**config.mk**
```make
export PLATFORM = sky130hd
export DESIGN_NAME = mailbox_manager_flat
export DESIGN_NICKNAME = d
export VERILOG_FILES = /design/src/rtl/mailbox_manager_if.sv /design/src/rtl/mailbox_manager.sv /design/src/flat_wrapper.sv
export SDC_FILE = /design/constraint.sdc
export NUM_CORES = 1
export LEC_CHECK = 0
export ABC_AREA = 1
export BUFFER_PORTS_ARGS = -buffer_cell sky130_fd_sc_hd__clkbuf_2
export CAP_MARGIN = 20
export CORE_UTILIZATION = 50
export CTS_CLUSTER_SIZE = 14
export DETAILED_ROUTE_END_ITERATION = 10
export HOLD_SLACK_MARGIN = 0.05
export PLACE_DENSITY_LB_ADDON = 0.2
export SLEW_MARGIN = 20
export SYNTH_ARGS = -nofsm -noshare
export SYNTH_HDL_FRONTEND = slang
export SYNTH_SLANG_ARGS = --single-unit
```
**constraint.sdc**
```tcl
create_clock -name clk -period 4.7 [get_ports clk]
set_clock_uncertainty 0.2 [all_clocks]
set_input_delay 0.94 -clock clk [delete_from_list [all_inputs] [get_ports clk]]
set_output_delay 0.94 -clock clk [all_outputs]
set_load 0.05 [all_outputs]
```
**src/rtl/mailbox_manager_if.sv**
```systemverilog
// Bundles the two handshakes of the mailbox manager.
// The memory side is a single-beat read/write request with completion pulses.
// The core side carries the work-block word stream and the nonce hand-off.
interface mailbox_manager_if #(
  parameter int ADDR_W = 28,
  parameter int DATA_W = 32
);
  // RAM master controller handshake
  logic              mem_req;
  logic              mem_we;
  logic [ADDR_W-1:0] mem_addr;
  logic [DATA_W-1:0] mem_wdata;
  logic [DATA_W-1:0] mem_rdata;
  logic              mem_rvalid;
  logic              mem_wdone;
  // Work-block stream towards the hashing core
  logic              blk_valid;
  logic [DATA_W-1:0] blk_data;
  logic [7:0]        blk_index;
  logic              blk_done;
  // Solution nonce from the hashing core
  logic              sol_valid;
  logic [DATA_W-1:0] sol_nonce;
  logic              sol_ready;

  // Mailbox manager side
  modport master (
    output mem_req, mem_we, mem_addr, mem_wdata,
    input  mem_rdata, mem_rvalid, mem_wdone,
    output blk_valid, blk_data, blk_index, blk_done,
    input  sol_valid, sol_nonce,
    output sol_ready
  );

  // Memory controller / hashing core side
  modport slave (
    input  mem_req, mem_we, mem_addr, mem_wdata,
    output mem_rdata, mem_rvalid, mem_wdone,
    input  blk_valid, blk_data, blk_index, blk_done,
    output sol_valid, sol_nonce,
    input  sol_ready
  );
endinterface

```
**src/rtl/mailbox_manager.sv**
```systemverilog
// Mailbox manager: polls a host flag word in shared SDRAM, streams a work block
// into the hashing core when the host posts work, acknowledges it, and writes
// solution nonces back with a hardware flag.
module mailbox_manager #(
  parameter int                ADDR_W       = 28,
  parameter int                DATA_W       = 32,
  parameter logic [ADDR_W-1:0] FLAG_ADDR    = 28'h8000000,
  parameter logic [ADDR_W-1:0] HW_FLAG_ADDR = 28'h8000004,
  parameter logic [ADDR_W-1:0] BLOCK_ADDR   = 28'h8000008,
  parameter logic [ADDR_W-1:0] NONCE_ADDR   = 28'h8000068,
  parameter int                BLOCK_WORDS  = 24,
  parameter logic [DATA_W-1:0] READY_CODE   = 32'hAAAA0000,
  parameter logic [DATA_W-1:0] ACK_CODE     = 32'h0000AAAA,
  parameter logic [DATA_W-1:0] SOL_CODE     = 32'h5555AAAA,
  parameter int                POLL_GAP     = 16
) (
  input  logic                clk,
  input  logic                reset,
  mailbox_manager_if.master   bus,
  output logic                busy
);

  typedef enum logic [2:0] {
    IDLE, POLL, BLK_RD, ACK_WR, NONCE_WR, SOL_WR
  } state_e;

  localparam logic [7:0]  LAST_IDX = 8'(BLOCK_WORDS - 1);
  localparam logic [15:0] GAP_LAST = 16'(POLL_GAP - 1);

  state_e            state_q, state_d;
  logic [15:0]       gap_q, gap_d;
  logic [7:0]        idx_q, idx_d;
  logic              pending_q, pending_d;
  logic [DATA_W-1:0] nonce_q, nonce_d;
  logic              mem_req_q, mem_req_d;
  logic              mem_we_q, mem_we_d;
  logic [ADDR_W-1:0] mem_addr_q, mem_addr_d;
  logic [DATA_W-1:0] mem_wdata_q, mem_wdata_d;
  logic              blk_valid_q, blk_valid_d;
  logic [DATA_W-1:0] blk_data_q, blk_data_d;
  logic [7:0]        blk_index_q, blk_index_d;
  logic              blk_done_q, blk_done_d;
  logic              sol_ready_q, sol_ready_d;

  // Completions only count against our own outstanding request of the right kind.
  logic rd_done, wr_done;
  assign rd_done = mem_req_q && !mem_we_q && bus.mem_rvalid;
  assign wr_done = mem_req_q &&  mem_we_q && bus.mem_wdone;

  // Next-state and registered-output computation for the whole mailbox FSM.
  always_comb begin
    // NOTE: every signal gets a default first so no path through the case leaves
    // a value unassigned, which would otherwise infer a latch.
    state_d     = state_q;
    gap_d       = gap_q;
    idx_d       = idx_q;
    pending_d   = pending_q;
    nonce_d     = nonce_q;
    mem_req_d   = mem_req_q;
    mem_we_d    = mem_we_q;
    mem_addr_d  = mem_addr_q;
    mem_wdata_d = mem_wdata_q;
    blk_valid_d = 1'b0;
    blk_data_d  = blk_data_q;
    blk_index_d = blk_index_q;
    blk_done_d  = 1'b0;

    // Single nonce slot, accepted in any state while empty.
    if (bus.sol_valid && sol_ready_q) begin
      pending_d = 1'b1;
      nonce_d   = bus.sol_nonce;
    end

    case (state_q)
      IDLE: begin
        if (pending_q) begin
          state_d = NONCE_WR;
          gap_d   = '0;
        end else if (gap_q == GAP_LAST) begin
          state_d = POLL;
          gap_d   = '0;
        end else begin
          gap_d = gap_q + 16'd1;
        end
      end

      POLL: begin
        if (!mem_req_q) begin
          mem_req_d  = 1'b1;
          mem_we_d   = 1'b0;
          mem_addr_d = FLAG_ADDR;
        end else if (rd_done) begin
          mem_req_d = 1'b0;
          idx_d     = '0;
          state_d   = (bus.mem_rdata == READY_CODE) ? BLK_RD : IDLE;
        end
      end

      BLK_RD: begin
        // Each word is a fresh request: the idle cycle after a completion re-issues.
        if (!mem_req_q) begin
          mem_req_d  = 1'b1;
          mem_we_d   = 1'b0;
          mem_addr_d = BLOCK_ADDR + (ADDR_W'(idx_q) << 2);
        end else if (rd_done) begin
          mem_req_d   = 1'b0;
          blk_valid_d = 1'b1;
          blk_data_d  = bus.mem_rdata;
          blk_index_d = idx_q;
          if (idx_q == LAST_IDX) begin
            blk_done_d = 1'b1;
            state_d    = ACK_WR;
          end else begin
            idx_d = idx_q + 8'd1;
          end
        end
      end

      ACK_WR: begin
        if (!mem_req_q) begin
          mem_req_d   = 1'b1;
          mem_we_d    = 1'b1;
          mem_addr_d  = HW_FLAG_ADDR;
          mem_wdata_d = ACK_CODE;
        end else if (wr_done) begin
          mem_req_d = 1'b0;
          state_d   = IDLE;
        end
      end

      NONCE_WR: begin
        if (!mem_req_q) begin
          mem_req_d   = 1'b1;
          mem_we_d    = 1'b1;
          mem_addr_d  = NONCE_ADDR;
          mem_wdata_d = nonce_q;
        end else if (wr_done) begin
          mem_req_d = 1'b0;
          state_d   = SOL_WR;
        end
      end

      SOL_WR: begin
        if (!mem_req_q) begin
          mem_req_d   = 1'b1;
          mem_we_d    = 1'b1;
          mem_addr_d  = HW_FLAG_ADDR;
          mem_wdata_d = SOL_CODE;
        end else if (wr_done) begin
          mem_req_d = 1'b0;
          pending_d = 1'b0;
          state_d   = IDLE;
        end
      end

      default: state_d = IDLE;
    endcase

    sol_ready_d = !pending_d;
  end

  // State and output registers; reset returns everything to an idle, empty mailbox.
  always_ff @(posedge clk or negedge reset) begin
    // NOTE: sequential state uses non-blocking assignments so every flop samples
    // the pre-edge values; the reset branch is asynchronous so mem_req drops at once.
    if (!reset) begin
      state_q     <= IDLE;
      gap_q       <= '0;
      idx_q       <= '0;
      pending_q   <= 1'b0;
      nonce_q     <= '0;
      mem_req_q   <= 1'b0;
      mem_we_q    <= 1'b0;
      mem_addr_q  <= '0;
      mem_wdata_q <= '0;
      blk_valid_q <= 1'b0;
      blk_data_q  <= '0;
      blk_index_q <= '0;
      blk_done_q  <= 1'b0;
      sol_ready_q <= 1'b1;
    end else begin
      state_q     <= state_d;
      gap_q       <= gap_d;
      idx_q       <= idx_d;
      pending_q   <= pending_d;
      nonce_q     <= nonce_d;
      mem_req_q   <= mem_req_d;
      mem_we_q    <= mem_we_d;
      mem_addr_q  <= mem_addr_d;
      mem_wdata_q <= mem_wdata_d;
      blk_valid_q <= blk_valid_d;
      blk_data_q  <= blk_data_d;
      blk_index_q <= blk_index_d;
      blk_done_q  <= blk_done_d;
      sol_ready_q <= sol_ready_d;
    end
  end

  assign bus.mem_req   = mem_req_q;
  assign bus.mem_we    = mem_we_q;
  assign bus.mem_addr  = mem_addr_q;
  assign bus.mem_wdata = mem_wdata_q;
  assign bus.blk_valid = blk_valid_q;
  assign bus.blk_data  = blk_data_q;
  assign bus.blk_index = blk_index_q;
  assign bus.blk_done  = blk_done_q;
  assign bus.sol_ready = sol_ready_q;
  assign busy          = (state_q != IDLE);

endmodule
```
**src/flat_wrapper.sv**
```systemverilog
// flat-port wrapper written by rule: the top's interface ports become plain ports
module mailbox_manager_flat 
#(
  parameter int                ADDR_W       = 28,
  parameter int                DATA_W       = 32,
  parameter logic [ADDR_W-1:0] FLAG_ADDR    = 28'h8000000,
  parameter logic [ADDR_W-1:0] HW_FLAG_ADDR = 28'h8000004,
  parameter logic [ADDR_W-1:0] BLOCK_ADDR   = 28'h8000008,
  parameter logic [ADDR_W-1:0] NONCE_ADDR   = 28'h8000068,
  parameter int                BLOCK_WORDS  = 24,
  parameter logic [DATA_W-1:0] READY_CODE   = 32'hAAAA0000,
  parameter logic [DATA_W-1:0] ACK_CODE     = 32'h0000AAAA,
  parameter logic [DATA_W-1:0] SOL_CODE     = 32'h5555AAAA,
  parameter int                POLL_GAP     = 16
)
  (clk, reset, busy, bus_mem_req, bus_mem_we, bus_mem_addr, bus_mem_wdata, bus_mem_rdata, bus_mem_rvalid, bus_mem_wdone, bus_blk_valid, bus_blk_data, bus_blk_index, bus_blk_done, bus_sol_valid, bus_sol_nonce, bus_sol_ready);
  mailbox_manager_if #(.ADDR_W(ADDR_W), .DATA_W(DATA_W)) bus_i ();
  input  logic clk;
  input  logic reset;
  output logic busy;
  output wire logic [$bits(bus_i.mem_req)-1:0] bus_mem_req;
  output wire logic [$bits(bus_i.mem_we)-1:0] bus_mem_we;
  output wire logic [$bits(bus_i.mem_addr)-1:0] bus_mem_addr;
  output wire logic [$bits(bus_i.mem_wdata)-1:0] bus_mem_wdata;
  input wire logic [$bits(bus_i.mem_rdata)-1:0] bus_mem_rdata;
  input wire logic [$bits(bus_i.mem_rvalid)-1:0] bus_mem_rvalid;
  input wire logic [$bits(bus_i.mem_wdone)-1:0] bus_mem_wdone;
  output wire logic [$bits(bus_i.blk_valid)-1:0] bus_blk_valid;
  output wire logic [$bits(bus_i.blk_data)-1:0] bus_blk_data;
  output wire logic [$bits(bus_i.blk_index)-1:0] bus_blk_index;
  output wire logic [$bits(bus_i.blk_done)-1:0] bus_blk_done;
  input wire logic [$bits(bus_i.sol_valid)-1:0] bus_sol_valid;
  input wire logic [$bits(bus_i.sol_nonce)-1:0] bus_sol_nonce;
  output wire logic [$bits(bus_i.sol_ready)-1:0] bus_sol_ready;
  assign bus_mem_req = bus_i.mem_req;
  assign bus_mem_we = bus_i.mem_we;
  assign bus_mem_addr = bus_i.mem_addr;
  assign bus_mem_wdata = bus_i.mem_wdata;
  assign bus_i.mem_rdata = bus_mem_rdata;
  assign bus_i.mem_rvalid = bus_mem_rvalid;
  assign bus_i.mem_wdone = bus_mem_wdone;
  assign bus_blk_valid = bus_i.blk_valid;
  assign bus_blk_data = bus_i.blk_data;
  assign bus_blk_index = bus_i.blk_index;
  assign bus_blk_done = bus_i.blk_done;
  assign bus_i.sol_valid = bus_sol_valid;
  assign bus_i.sol_nonce = bus_sol_nonce;
  assign bus_sol_ready = bus_i.sol_ready;
  mailbox_manager #(.ADDR_W(ADDR_W), .DATA_W(DATA_W), .FLAG_ADDR(FLAG_ADDR), .HW_FLAG_ADDR(HW_FLAG_ADDR), .BLOCK_ADDR(BLOCK_ADDR), .NONCE_ADDR(NONCE_ADDR), .BLOCK_WORDS(BLOCK_WORDS), .READY_CODE(READY_CODE), .ACK_CODE(ACK_CODE), .SOL_CODE(SOL_CODE), .POLL_GAP(POLL_GAP)) u_core (.clk(clk), .reset(reset), .bus(bus_i), .busy(busy));
endmodule
```
==> results.yml, run 1 <==
critical_path:
  cpLargestDelayFamily: "buffers and inverters"
  startpoint_type: "flop"
  endpoint_kind: "primary output"
  worst-setup-path-type: "flop to primary output"
  max_stage_delay_ns: 0.44
  crit_chain: "nor2_1, inv_1, nor2_1, buf_4, inv_1, clkbuf_2"
  slowest_stage: "dfrtp_1"
  critPathMaxFanout: 12
  worstPathRequired_ns: 3.56
  crit_buf_inv: 4
  arrival_ns: 1.85
global_routing:
  overflow: 0
  antenna_found_initial: 0
  track_usage_pct: 23.45
  grt_max_degree: 124
  grt_pass1_wl_um: 24430
  grt_pass1_vias: 5251
clocking:
  cts_buffers: 17
  ctsResizeCount: 0
  cts_sinks: 147
  cts_root_buffer: "clkbuf_16"
  postCtsHoldBufs: 0
  cts_buffer_depth: 2
  clkLatencyLatePin_ns: 0.42
  htree_levels: 4
  clk_pin_slew_ns: 0.06
  cts_tree: "done"
  post_cts_buffers: 0
pwr:
  p_leak_nw: 4.399
  vdd_drop_max_uv: 228.8
  p_comb_share_pct: 3.5
  p_seq_share_pct: 45.6
  power.internal_w: 0.002161
  net-switching-power_w: 0.0006127
  p_clk_share_pct: 50.9
  pwr_density_cell_nw_per_um2: 343.7
  switching_share_pct: 22.09
cells_and_area:
  ff_latch_area_sq_um: 3680
  nets: 945
  syn_to_final_growth_pct: 22.25
  layout.cells.non_filler: 1058
  layout-drive-gt1-share_pct: 28.10
  mostFrequentLayoutCells: "188 x nand2_1, 155 x clkbuf_2, 146 x dfrtp_1"
  num-fill-cells: 1057
  layout_commonest_cell: "nand2_1"
  multi_input_area_sq_um: 2470
  diodes: 0
placement:
  dp_hpwl_um: 10560
  place.gp.congestion: 0.8718
  dp.cells: 1025
  port_buffers: 156
sta:
  post-route-period-util_pct: 63.68
  finalCriticalPeriod_ns: 2.993
  rsz0062_at_grt: "no"
  slew_violations: 0
  worst_slew_pin_slew_ns: 0.9578
  tns_ns: 0
  max_slew_margin_pct: 36.15
  setup_violations: 0
  max_freq_ghz: 0.3341
  hold_viol: 0
die:
  ios: 175
  design.die.area_sq_um: 13670
  floorplan.die.width_um: 116.9
  core.rowCount: 41
  core_area_sq_um: 12720
  die_h_um: 116.9
  start_util_pct: 51.90
yosys:
  yosysWarningCount: 0
  avgSynthCellArea_sq_um: 9.209
  yosysSeqAreaShare_pct: 55.73
  synth_cells: 717
  synth_seq_cells: 147
  synth_area_sq_um: 6603
  synth_cell_types: 38
route:
  drt-initial-drc-count: 362
  vias: 5469
  wl_per_cell_um: 14.09
  dr.pass1.iters: 5
  antenna_left: 0
  drc: 0
  avgViaCountPerCell: 5.169
  wirelength_um: 14910
run:
  maxCapViolCount: 0
outcome:
  status: "completed"
worst_hold_path:
  hp-class: "flop to flop"
-- cells by family after synthesis --
kind of cell / after synthesis / synth area share (%)
other: 1 / 0.05680
buffers and inverters: 104 / 7.864
XOR/XNOR: 6 / 0.7959
adder cells (fa/ha/maj): 3 / 0.5686
AO/OA/AOI/OAI: 104 / 9.703
multiplexers: 24 / 4.093
flip-flops: 147 / 55.73
AND/OR/NAND/NOR: 328 / 21.19
-- power by group through the flow --
stage | Combinational [W] | Sequential, W | Clock (W)
2_1_floorplan | 0.0000521 | 0.00129 | 0
3_3_place_gp | 0.0000976 | 0.00129 | 0
3_5_place_dp | 0.0000987 | 0.00129 | 0
4_1_cts | 0.0000990 | 0.00127 | 0.00144
5_1_grt | 0.000109 | 0.00126 | 0.00149
6_report | 0.0000974 | 0.00127 | 0.00141
-- per-stage QoR --
stage | util (%) | area (sq um) | power (W) | setup slack (ns) | hold slack, ns
after floorplan | - | 6666 | 0.001341 | 2.502 | 0.2672
after global placement | 58.26 | 7412 | 0.001386 | 1.814 | 0.2539
after detailed placement | 58.28 | 7415 | 0.001387 | 1.854 | 0.2591
after CTS | 63.21 | 8041 | 0.002802 | 1.703 | 0.2738
after global routing | 63.44 | 8071 | 0.002860 | 1.566 | 0.2967
final | 63.44 | 8071 | 0.002774 | 1.707 | 0.2695
-- worst register-to-register path, cell delays in order, from the launching register on --
cell	delay, ns
dfrtp_1	0.44
nor2_1	0.24
nand2_2	0.14
nor2_2	0.57
inv_1	0.43
nand2_1	0.17
nor2_1	0.09
nand3_1	0.11
nand2_1	0.06
nand2_1	0.06
-- routing by layer --
layer,vias up,share of wire [%],global-route usage (%)
li1,2621,-,-
met1,2607,43,29.09
met2,208,48,39.57
met3,33,6.6,5.304
met4,0,2.3,10.21
met5,-,0,0
-- final cells by class --
type	count	share of cell area (%)
Multi-Input combinational cell	483	30.60
Timing Repair Buffer	160	10.40
Sequential cell	147	45.59
Clock buffer	19	5.612
Inverter	64	2.976
Clock inverter	13	2.155
Tap cell	172	2.666
-- Yosys cell counts --
library cell / instances / share of area, %
nand2_1: 189 / 11
dfrtp_1: 146 / 55
nor2_1: 63 / 3.6
inv_1: 57 / 3.2
nand3_1: 45 / 3.4
o21ai_0: 41 / 3.1
mux2_2: 24 / 4.1
buf_4: 20 / 2.3
a21oi_1: 14 / 1.1
o21ai_2: 11 / 1.5
a22o_1: 10 / 1.3
o21ai_1: 10 / 0.76
nand4_1: 9 / 0.85
a31oi_1: 8 / 0.76
buf_2: 7 / 0.53
nor3_1: 7 / 0.53
buf_6: 6 / 1.0
inv_2: 6 / 0.34
o22a_1: 6 / 0.80
buf_1: 4 / 0.23
xor2_1: 4 / 0.53
clkbuf_1: 3 / 0.17
ha_1: 3 / 0.57
nand2_2: 3 / 0.28
nor2_4: 3 / 0.51
nand3b_1: 2 / 0.23
nor2_2: 2 / 0.19
nor3_2: 2 / 0.30
o22ai_1: 2 / 0.19
xnor2_1: 2 / 0.27
a21oi_2: 1 / 0.13
clkinv_1: 1 / 0.057
conb_1: 1 / 0.057
dfstp_2: 1 / 0.40
nand3_2: 1 / 0.15
nand3b_4: 1 / 0.30
o21bai_1: 1 / 0.11
or2_2: 1 / 0.095
-- registers in the layout, indices dropped and copies added, names as in the netlist, 3 cells and up --
register,count
u_core.bus.blk_data,32
u_core.bus.mem_wdata,32
u_core.nonce_q,32
u_core.gap_q,16
u_core.bus.mem_addr,10
u_core.bus.blk_index,8
u_core.idx_q,8
u_core.state_q,3
-- worst paths after layout --
check,start,cells after the start,to,slack (ns)
worst max-delay path,u_core.state_q[1],6,busy,1.71
worst min-delay path,u_core.bus.blk_data[27],2,u_core.bus.blk_data[27],0.27
worst max register to register,u_core.state_q[1],9,u_core.state_q[2],2.12
worst min register to register,u_core.bus.blk_data[27],2,u_core.bus.blk_data[27],0.27
max in group asynchronous,reset,2,u_core.nonce_q[9],2.88
min in group asynchronous,reset,1,u_core.bus.blk_index[0],0.45
(Power assumes the default switching activity.)
==> run 2, diff against run 1 <==
Settings changed: ABC_AREA 1 to 0, CORE_UTILIZATION 50 to 48.
Clock period 4.7 ns to 2.7 ns, I/O delays scaled along.
==> run 2 against run 1 <==
Compared with the run above:
- first-iteration DRC count decreased by 54%
- combinational power grew to 46 times the previous value
- sequential share of layout area increased by 0.18 points
- clock power is 59% higher
- worst hold slack got worse by 0.12 ns
- register-to-register slack got worse by 1.9 ns
- global-route usage shrank 2.0 points
- critical path type unchanged
==> results.yml, run 2 <==
outcome:
  status: "completed"
yosys:
  synth_top_area_share_pct: 55.60
  synth_compound_area_share_pct: 11.42
  yosysWarningCount: 0
  yosys.area_share.adder_pct: 0.5712
  yosysSeqAreaShare_pct: 56.00
  synth_area_sq_um: 6571
  yosys.area.top_type: "dfrtp_1"
  synth-xor-area-share_pct: 1.466
  synth_seq_cells: 147
  ys_top_cells_by_count: "146 x dfrtp_1, 66 x mux2_2, 48 x nand2_1"
  synth_top_family_by_area: "multiplexers"
  synth-simple-area-share_pct: 12.34
  synth.most_common_cell: "dfrtp_1"
  synth_ff_type: "dfrtp_1"
  synth_cells: 544
  ys_top_cells_by_area: "dfrtp_1 56%, mux2_2 11%, nand2_1 2.7%, a22o_1 2.3%, buf_4 2.1%"
  muxShareOfSynthArea_pct: 12.91
  synth_cell_types: 63
  synthArstFlopShare_pct: 100.0
  avgSynthCellArea_sq_um: 12.08
  synth_edf_count: 0
critical_path:
  arrival_ns: 1.82
  max_stage_delay_ns: 0.58
  crit_chain: "nor3_4, inv_1, clkbuf_2"
  worst-setup-path-type: "flop to primary output"
  slowest_stage: "dfrtp_1"
  critPathMaxFanout: 16
  worstPathRequired_ns: 1.96
  endpoint_kind: "primary output"
  startpoint_type: "flop"
placement:
  dp.cells: 860
  dp_hpwl_um: 10210
  port_buffers: 156
  place.gp.congestion: 0.8441
pwr:
  p_comb_share_pct: 43.4
  p_seq_share_pct: 35.0
  switching_share_pct: 44.26
  p_leak_nw: 3.783
  power.internal_w: 0.005786
  vdd_drop_max_uv: 980.2
  pwr_density_cell_nw_per_um2: 1291
  p_clk_share_pct: 21.6
  net-switching-power_w: 0.004594
clocking:
  ctsResizeCount: 0
  cts_root_buffer: "clkbuf_16"
  clkLatencyLatePin_ns: 0.42
  cts_buffers: 17
  cts_sinks: 147
  htree_levels: 4
  clk_pin_slew_ns: 0.06
  cts_buffer_depth: 2
  cts_tree: "done"
die:
  core.rowCount: 42
  die_h_um: 119.0
  start_util_pct: 49.43
  floorplan.die.width_um: 119.0
  core_area_sq_um: 13300
  ios: 175
  design.die.area_sq_um: 14160
route:
  dr.pass1.iters: 4
  antenna_left: 0
  avgViaCountPerCell: 5.286
  vias: 4715
  wl_per_cell_um: 15.87
  wirelength_um: 14160
  drt-initial-drc-count: 165
  drc: 0
global_routing:
  grt_pass1_wl_um: 23760
  grt_pass1_vias: 4735
  overflow: 0
  antenna_found_initial: 0
  track_usage_pct: 21.46
  grt_max_degree: 53
cells_and_area:
  layout-drive-gt1-share_pct: 39.94
  final_util_pct: 60.46
  diodes: 0
  layout_commonest_cell: "clkbuf_2"
  layout.cells.non_filler: 892
  mostFrequentLayoutCells: "155 x clkbuf_2, 146 x dfrtp_1, 66 x mux2_2"
  syn_to_final_growth_pct: 22.33
  nets: 776
  num-fill-cells: 1098
run:
  maxCapViolCount: 0
sta:
  finalCriticalPeriod_ns: 2.560
  worst_slew_pin_slew_ns: 0.6690
  post-route-period-util_pct: 94.82
  slew_violations: 0
  rsz0062_at_grt: "no"
  max_slew_margin_pct: 55.40
  tns_ns: 0
  setup_violations: 0
  max_freq_ghz: 0.3906
  hold_viol: 0
worst_hold_path:
  hp-class: "primary input to flop"
[run 2: changes by cell type in the layout (fill, tap and decap cells not counted), moves of 8 or more]
cell and delta:
buf_4 +9, nand2_1 -140, nor4_1 +8, nand3_1 -29
nor2_1 -51, inv_1 -49, mux2_2 +42, o21ai_0 -14
o21ai_2 -10
[run 2: kinds of logic after synthesis]
logic type,count (synthesis)
fa+ha+maj,3
xor+xnor,11
mux,74
buf+inv,55
simple gates,144
other cells,1
flops,147
compound gates,109
[run 2: power by group through the flow]
stage               clock network (W)  registers, W  logic (W)
finish                        0.00224       0.00364    0.00451
global route                  0.00239       0.00375    0.00480
global placement                    0       0.00362    0.00446
floorplan                           0       0.00528    0.00182
detailed placement                  0       0.00367    0.00454
CTS                           0.00228       0.00364    0.00455
[run 2: final timing paths]
check	slack (ns)	cells after the start	endpoint	from
min in group asynchronous	0.40	2	u_core.gap_q[12]	reset
min reg2reg	0.26	1	u_core.bus.mem_addr[27]	u_core.bus.mem_addr[27]
max reg2reg	0.24	6	u_core.state_q[0]	u_core.gap_q[0]
max in group asynchronous	1.19	3	u_core.idx_q[0]	reset
max	0.14	3	busy	u_core.state_q[1]
min	0.15	2	u_core.nonce_q[23]	bus_sol_nonce[23]
[run 2: timing repair]
item / in CTS / in global routing
hold buffers: 1 / 0
endpoints found under the hold margin: 41 / 0
setup buffers: 0 / 0
[run 2: layout make-up]
cell class	instances	area, sq um	share of cell area, %
clock buffer	20	466.7	5.805
clock inverter	11	103.9	1.292
inverter	8	30.03	0.3735
multi-input combinational	359	2611	32.48
sequential	147	3680	45.77
tap	176	220.2	2.739
timing repair buffer	171	927.1	11.53
[run 2: critical path: cells and delay by family, from the launching register on]
kind / cells / cell delay, ns
buf+inv: 2 / 0.44
flops: 1 / 0.58
simple gates: 1 / 0.39
[run 2: metrics by stage]
stage                     area (sq um)  setup WS (ns)  total power, W  hold slack [ns]
after CTS                         8039         0.1226         0.01047           0.1358
after global placement            7458         0.3989        0.008077           0.2484
after detailed placement          7458         0.3018        0.008205           0.2593
after floorplan                   6635         0.5036        0.007091          0.04441
after global routing              8039        0.04087         0.01094           0.1395
final                             8039         0.1399         0.01038           0.1489
[run 2: routing by layer]
metal	global-route usage, %	part of all wire, %	up-vias
met5	0	0	-
met4	8.386	1.9	0
met3	6.370	5.9	23
met2	33.14	48	123
met1	28.42	44	2319
li1	-	-	2250
==> run 3, diff against run 2 <==
Settings changed: ABC_AREA 0 to 1, REMOVE_ABC_BUFFERS set to 1.
==> run 3 against run 2 <==
Compared with the run above:
- clock power rose by 10%
- cell area grew 0.93%
- register-to-register slack improved by 0.32 ns
- worst setup slack improved by 0.00089 ns
- critical path depth grew 2
- die area is 0.47% higher
- sequential share of layout area fell by 0.42 points
- worst hold slack worse by 0.0088 ns
- largest power group is now clock
- sequential power down 40%
==> results.yml, run 3 (synthesis gave the netlist of run 1 again) <==
cells_and_area:
  syn_to_final_growth_pct: 22.89
  nets: 951
  diodes: 0
  layout-drive-gt1-share_pct: 27.91
  final_area_sq_um: 8114
  num-fill-cells: 1226
  layout_commonest_cell: "nand2_1"
  mostFrequentLayoutCells: "189 x nand2_1, 155 x clkbuf_2, 146 x dfrtp_1"
worst_hold_path:
  hold_end: "u_core.bus.blk_data[25]"
  hp-class: "primary input to flop"
  hold_start: "bus_mem_rdata[25]"
  min_path_cells: 3
sta:
  worst_slew_pin_slew_ns: 0.6405
  rsz0062_at_grt: "no"
  tns_ns: 0
  max_freq_ghz: 0.3907
  max_slew_margin_pct: 57.30
  post-route-period-util_pct: 94.79
  hold_viol: 0
  finalCriticalPeriod_ns: 2.559
  slew_violations: 0
  setup_violations: 0
global_routing:
  overflow: 0
  track_usage_pct: 22.25
  grt_pass1_wl_um: 24960
  grt_pass1_vias: 5323
  antenna_found_initial: 0
  grt_max_degree: 66
critical_path:
  startpoint_type: "flop"
  endpoint_kind: "primary output"
  path_depth: 5
  critPathMaxFanout: 7
  slowest_stage: "dfrtp_1"
  worstRegToRegCells: 8
  cpLargestDelayFamily: "buffers and inverters"
  crit_chain: "nor2_1, inv_1, nor2_2, inv_1, clkbuf_2"
  r2r_setup_slack_ns: 0.56
  reg2reg_to: "u_core.state_q[1]"
  path_common_cell: "inv_1"
  max_stage_delay_ns: 0.45
  worstPathRequired_ns: 1.96
  worst-setup-path-type: "flop to primary output"
  crit_buf_inv: 3
  arrival_ns: 1.82
  r2r-start: "u_core.state_q[1]"
pwr:
  net-switching-power_w: 0.0009995
  p_clk_share_pct: 51.0
  power.internal_w: 0.003851
  switching_share_pct: 20.60
  pwr_density_cell_nw_per_um2: 597.8
  p_leak_nw: 4.422
  p_comb_share_pct: 3.6
  vdd_drop_max_uv: 377.2
  p_seq_share_pct: 45.4
clocking:
  clkLatencyLatePin_ns: 0.42
  cts_tree: "done"
  htree_levels: 4
  post_cts_buffers: 0
  cts_buffers: 17
  cts_sinks: 147
  clk_pin_slew_ns: 0.06
  cts_buffer_depth: 2
  cts_root_buffer: "clkbuf_16"
route:
  vias: 5354
  wl_per_cell_um: 13.95
  dr_wl_met2_um: 7164
  wirelength_um: 14890
  wl_met1_um: 6300
  wl_met3_um: 1092
  antenna_left: 0
  dr.pass1.iters: 5
  avgViaCountPerCell: 5.013
  drc: 0
  top_layer: "met4"
  drt-initial-drc-count: 314
die:
  floorplan.die.width_um: 119.3
  core_area_sq_um: 13350
  core.rowCount: 42
  design.die.area_sq_um: 14230
  die_h_um: 119.3
  ios: 175
  start_util_pct: 49.47
placement:
  dpl_cell_area_sq_um: 7475
  dp_hpwl_um: 10720
  place.gp.congestion: 0.8483
  port_buffers: 156
run:
  maxCapViolCount: 0
outcome:
  status: "completed"
run 3: cell count changes in the layout (fill, tap and decap cells not counted), moves of 8 or more:
| cell | change |
|---|---|
| nor2_1 | +50 |
| nor4_1 | -8 |
| mux2_2 | -42 |
| nand3_1 | +29 |
| o21ai_0 | +14 |
| o21ai_2 | +10 |
| nand2_1 | +141 |
| inv_1 | +49 |
run 3: repair_timing:
| action | CTS | global route |
|---|---|---|
| endpoints found under the setup margin | 0 | 2 |
| hold endpoints to repair | 50 | 0 |
| gates resized for setup | 0 | 2 |
| hold buffers | 1 | 0 |
run 3: worst max path at each step:
stage | from | endpoint
4_1_cts | u_core.state_q[1] | busy
5_1_grt | u_core.state_q[1] | busy
6_report | u_core.state_q[1] | busy
3_3_place_gp | u_core.state_q[1] | busy
3_5_place_dp | bus_mem_rvalid | u_core.bus.blk_data[2]
2_1_floorplan | u_core.bus.mem_req | u_core.bus.blk_data[20]
run 3: through the flow:
stage	power (W)	std cells	hold WS [ns]	worst slack [ns]	util, %
floorplan	0.002314	694	0.04441	0.4238	-
global placement	0.002416	1035	0.2554	0.5021	56.00
detailed placement	0.002420	1035	0.2602	0.4239	56.00
CTS	0.004898	1068	0.1262	0.005539	60.75
global route	0.005003	1068	0.1328	0.01773	60.79
finish	0.004851	1068	0.1401	0.1408	60.79
run 3: power groups by stage:
| stage | Sequential (W) | Combinational [W] | Clock [W] |
|---|---|---|---|
| 2_1_floorplan | 0.00224 | 0.0000701 | 0 |
| 3_3_place_gp | 0.00224 | 0.000173 | 0 |
| 3_5_place_dp | 0.00224 | 0.000176 | 0 |
| 4_1_cts | 0.00220 | 0.000178 | 0.00252 |
| 5_1_grt | 0.00220 | 0.000193 | 0.00261 |
| 6_report | 0.00220 | 0.000174 | 0.00247 |
run 3: cell type report:
| class | instances | area (sq um) | share of cell area [%] |
|---|---|---|---|
| clock buffer | 24 | 471.7 | 5.813 |
| clock inverter | 8 | 152.6 | 1.881 |
| inverter | 64 | 242.7 | 2.992 |
| multi-input combinational | 483 | 2470 | 30.44 |
| sequential | 147 | 3680 | 45.35 |
| tap | 176 | 220.2 | 2.714 |
| timing repair buffer | 166 | 877.1 | 10.81 |
run 3: layer usage:
layer	vias up	GRT usage, %
li1	2623	-
met2	160	35.94
met1	2543	27.33
met3	28	7.471
met4	0	9.019
met5	-	0
run 3: tightest hold or removal path: cells and delay by family:
kind	cells	cell delay, ns
AND/OR/NAND/NOR	2	0.10
buffers and inverters	1	0.09
